===== config.mk =====
export PLATFORM = sky130hd
export DESIGN_NAME = alu_src_sel_pipe
export DESIGN_NICKNAME = d
export VERILOG_FILES = /design/src/rtl/alu_src_sel_pipe.sv
export SDC_FILE = /design/constraint.sdc
export NUM_CORES = 1
export LEC_CHECK = 0
export ABC_AREA = 1
export CORE_MARGIN = 2
export CORE_UTILIZATION = 34
export DETAILED_ROUTE_END_ITERATION = 16
export PLACE_DENSITY = 0.72
export SLEW_MARGIN = 20
export SYNTH_ARGS = -nofsm -noshare
export SYNTH_HDL_FRONTEND = slang
export SYNTH_SLANG_ARGS = --single-unit
export TNS_END_PERCENT = 20

===== constraint.sdc =====
create_clock -name clk -period 2.3 [get_ports clk]
set_input_delay 0.23 -clock clk [delete_from_list [all_inputs] [get_ports clk]]
set_output_delay 0.23 -clock clk [all_outputs]
set_load 0.01 [all_outputs]

===== src/rtl/alu_src_sel_pipe.sv =====
// Registered ALU operand-source selector with a two-entry skid buffer (output + skid register).
// Optional forwarding override compiled in with ALU_SRC_FWD_EN.
module alu_src_sel_pipe #(
    parameter int unsigned WIDTH = 32,
    parameter int unsigned NSRC  = 4,
    parameter int unsigned SELW  = (NSRC > 1) ? $clog2(NSRC) : 1
) (
    input  logic                  clk,
    input  logic                  rst,
    input  logic                  flush,
    input  logic                  in_valid,
    output logic                  in_ready,
    input  logic [SELW-1:0]       src_sel,
    input  logic [NSRC*WIDTH-1:0] src_bus,
    input  logic                  fwd_en,
    input  logic [WIDTH-1:0]      fwd_data,
    output logic                  out_valid,
    input  logic                  out_ready,
    output logic [WIDTH-1:0]      out_operand,
    output logic [SELW-1:0]       out_src,
    output logic                  sel_err
);

    typedef enum logic [1:0] {
        ST_EMPTY = 2'd0,
        ST_ONE   = 2'd1,
        ST_TWO   = 2'd2
    } state_t;

    state_t            state;
    state_t            state_nxt;
    logic [WIDTH-1:0]  sk_data;
    logic [SELW-1:0]   sk_src;
    logic [WIDTH-1:0]  cap_data;
    logic [SELW-1:0]   cap_src;
    logic              cap_err;
    logic              acc;
    logic              pop;
    logic              or_ld_in;
    logic              or_ld_sk;
    logic              sk_ld;

    // Operand capture: loop-based select keeps the slice index in range for any src_sel.
    always_comb begin
        cap_data = '0;
        cap_src  = src_sel;
        cap_err  = 1'b1;
        for (int unsigned k = 0; k < NSRC; k++) begin
            if (src_sel == SELW'(k)) begin
                cap_data = src_bus[k*WIDTH +: WIDTH];
                cap_err  = 1'b0;
            end
        end
`ifdef ALU_SRC_FWD_EN
        if (fwd_en) begin
            cap_data = fwd_data;
            cap_src  = '1;
            cap_err  = 1'b0;
        end
`endif
    end

`ifndef ALU_SRC_FWD_EN
    logic unused_fwd;
    assign unused_fwd = ^{fwd_en, fwd_data};
`endif

    // Next-state and register-load decode; flush discards any same-cycle accept.
    always_comb begin
        state_nxt = state;
        or_ld_in  = 1'b0;
        or_ld_sk  = 1'b0;
        sk_ld     = 1'b0;
        acc       = in_valid && in_ready;
        pop       = out_valid && out_ready;
        if (flush) begin
            state_nxt = ST_EMPTY;
        end else begin
            case (state)
                ST_EMPTY: begin
                    if (acc) begin
                        state_nxt = ST_ONE;
                        or_ld_in  = 1'b1;
                    end
                end
                ST_ONE: begin
                    if (acc && !pop) begin
                        state_nxt = ST_TWO;
                        sk_ld     = 1'b1;
                    end else if (acc && pop) begin
                        or_ld_in  = 1'b1;
                    end else if (pop) begin
                        state_nxt = ST_EMPTY;
                    end
                end
                ST_TWO: begin
                    if (pop) begin
                        state_nxt = ST_ONE;
                        or_ld_sk  = 1'b1;
                    end
                end
                default: state_nxt = ST_EMPTY;
            endcase
        end
    end

    // State, handshake flags and data registers; handshake flags follow the next state.
    always_ff @(posedge clk) begin
        if (rst) begin
            state       <= ST_EMPTY;
            out_valid   <= 1'b0;
            in_ready    <= 1'b1;
            out_operand <= '0;
            out_src     <= '0;
            sk_data     <= '0;
            sk_src      <= '0;
            sel_err     <= 1'b0;
        end else begin
            state     <= state_nxt;
            out_valid <= (state_nxt != ST_EMPTY);
            in_ready  <= (state_nxt != ST_TWO);
            if (or_ld_in) begin
                out_operand <= cap_data;
                out_src     <= cap_src;
            end else if (or_ld_sk) begin
                out_operand <= sk_data;
                out_src     <= sk_src;
            end
            if (sk_ld) begin
                sk_data <= cap_data;
                sk_src  <= cap_src;
            end
            if (acc && !flush && cap_err) begin
                sel_err <= 1'b1;
            end
        end
    end

endmodule


==> results.tsv <==
metric	value	unit
yosys synthesis warning count	0	
final setup vio count	0	
CP Launch Type	input port	
switch share	27.17	%
met3 GRT Util	4.641	%
clock-pin transition on the worst setup and hold timing paths	0.07	ns
syn_nets	738	
top cell type's share of synthesized area	39.47	%
worst reg2reg endpoint	out_operand[18]	
fin cells	876	
die area	11740	sq um
RSZ-0062 raised after global routing	no	
met2 Resource Use GR	37.87	%
clock network fraction of total power	32.2	%
Tcrit/Tclk final	79.47	%
# rows	38	
register area share after synthesis	39.47	%
worst skew pair latency	0.34	ns
vias per cell	5.048	
first-pass GRT wire length	20300	um
Detailed Place HPWL	9120	um
grt peak-use layer	met2	
area growth from synthesis to layout	55.09	%
net switching power	0.0008142	W
die width	108.4	um
count leader, synth	nand2_1	
Worst Hold Depth	2	
vias in the first global route	4213	
synth top area cells	dfxtp_1 (39%), nand2_1 (15%), o21ai_0 (11%)	
highest clock rate	547.1	MHz
diodes inserted	0	
Root Buffer	clkbuf_8	
# Max-Cap Violations	0	
Slew @ Worst Pin	0.5706	ns
WL final	12880	um
Top FF cell, synth	dfxtp_1	
max-slew violations	0	
area of the mapped netlist	3702	sq um
WP data required	2.58	ns
Congestion Overflow GR	0	
CP endpoint kind	flop	
Yosys cell types	22	
DRC violations left	0	
io pins	205	
Port Buffer Count	171	
clk buf depth	2	
largest net degree at the start of global routing	41	
CP Class	input port to flop	
Synth Register Bits	73	
Initial Util	34.46	%
setup tns final	0	ns
Syn Area/Cell	6.495	sq um
hold buffer count at CTS	0	
post-CTS setup buffers	0	
status	complete, no violations	
Post-synth EDFFs	0	
pwr dens	521.8	nW/um^2
wire per inst	14.70	um
worst vdd ir	0.2295	mV
CTS tree	yes	
core area	10750	sq um
WHS Endpoint	sel_err	
Sink Count	73	
GRT Resource Usage Total	22.10	%
fin area	5742	sq um
die height	108.4	um
Nets	899	
Cells after Synth	570	
dpl cells	860	
Num CTS Buffers	9	
min-delay src	sel_err	
min cycle time layout	1.828	ns
DR vias	4422	
FFs w/ async S/R, synth	0	%
RePlAce Congestion	0.8639	
Gate power share	22.7	%
final hold vios	0	
Synth area leader	dfxtp_1	
Worst R2R Start	state[1]	
DRT antenna net count	0	
cell-internal power	0.002182	W
DRT iter0 DRCs	231	
DR pass1 iterations	5	
Post-synth top cells	nand2_1 (151), o21ai_0 (84), dfxtp_1 (73), nor2_1 (73), nand3_1 (49)	
Resized cells post-CTS	0	
CP arrival	2.10	ns
Worst R2R Path Depth	8	
largest fanout on the critical path	17	
# H-tree levels	3	
DP Area	5549	sq um
Worst slew margin	61.90	%
met1 usage	27.62	%
register share of total power	45.1	%
Hold Path Class	flop to flop	
ratio of cells with drive above 1 in the final layout	6.386	%
leakage	2.267	nW
initial antenna violation count	0	
clk_skew	0.01074	ns
R2R setup slack	0.60	ns
fill count	1071	
-- layer usage --
layer,up-vias,wire length [um]
li1,2215,-
met1,2018,5466
met2,171,6306
met3,18,909
met4,0,198
met5,-,0
-- final cells by class --
type | instances | area (sq um) | area share, %
clock buffer | 13 | 168.9 | 2.942
clock inverter | 3 | 23.77 | 0.4140
inverter | 15 | 56.30 | 0.9806
multi-input combinational | 445 | 2024 | 35.26
sequential | 73 | 1461 | 25.45
tap | 140 | 175.2 | 3.051
timing repair buffer | 187 | 1832 | 31.90
-- logic make-up (layout without fill, tap and decap cells) --
group	Yosys count	count (layout)	share of synthesized area (%)
AO/OA/AOI/OAI	134	134	18.18
flip-flops	73	73	39.47
buffers and inverters	52	218	6.117
AND/OR/NAND/NOR	311	311	36.23
-- registers in the layout, summed over array words and instances, names as in the netlist --
register	cells
sel_err	1
in_ready	1
out_src	2
sk_src	2
state	2
sk_data	32
out_operand	32
out_valid	1
-- layout by cell type, fill, tap and decap left out, types with 12 or more instances in the layout --
cell type and n:
a21oi_1 38, nand2_1 151, dfxtp_1 73, clkdlybuf4s50_1 171, nand4_1 17, buf_4 16, nand3_1 49, clkbuf_8 12
o21ai_0 84, nor2_1 71
-- worst max path at each step --
stage                           from  slack [ns]  cells past startpoint         endpoint
after floorplan             in_ready        0.91                      8      sk_data[12]
after global placement    src_sel[1]        0.17                      7  out_operand[21]
after detailed placement  src_sel[1]        0.15                      7  out_operand[22]
after CTS                 src_sel[1]        0.51                      7  out_operand[22]
after global routing      src_sel[1]        0.35                      7  out_operand[26]
final                     src_sel[1]        0.47                      7  out_operand[22]
-- critical path: stages --
cell	delay, ns
clkdlybuf4s50_1	0.73
nand2_2	0.32
inv_2	0.37
nand2_1	0.11
nand4_1	0.14
nand2_1	0.06
a21oi_1	0.12
-- per-stage QoR --
stage / hold slack [ns] / power, W / util, % / worst slack (ns)
3_3_place_gp: 0.4113 / 0.002047 / 51.64 / 0.1678
3_5_place_dp: 0.4140 / 0.002060 / 51.64 / 0.1450
4_1_cts: 0.4258 / 0.003014 / 53.44 / 0.5065
6_report: 0.4267 / 0.002996 / 53.44 / 0.4721
5_1_grt: 0.4715 / 0.003139 / 53.44 / 0.3484
2_1_floorplan: 0.3016 / 0.001654 / - / 0.9141
-- power by group through the flow --
stage | clock network [W] | registers, W | logic (W)
finish | 0.000963 | 0.00135 | 0.000681
global route | 0.00103 | 0.00136 | 0.000746
CTS | 0.000979 | 0.00135 | 0.000683
detailed placement | 0 | 0.00138 | 0.000679
global placement | 0 | 0.00138 | 0.000667
floorplan | 0 | 0.00139 | 0.000259
Power figures use the tool's default switching activity.
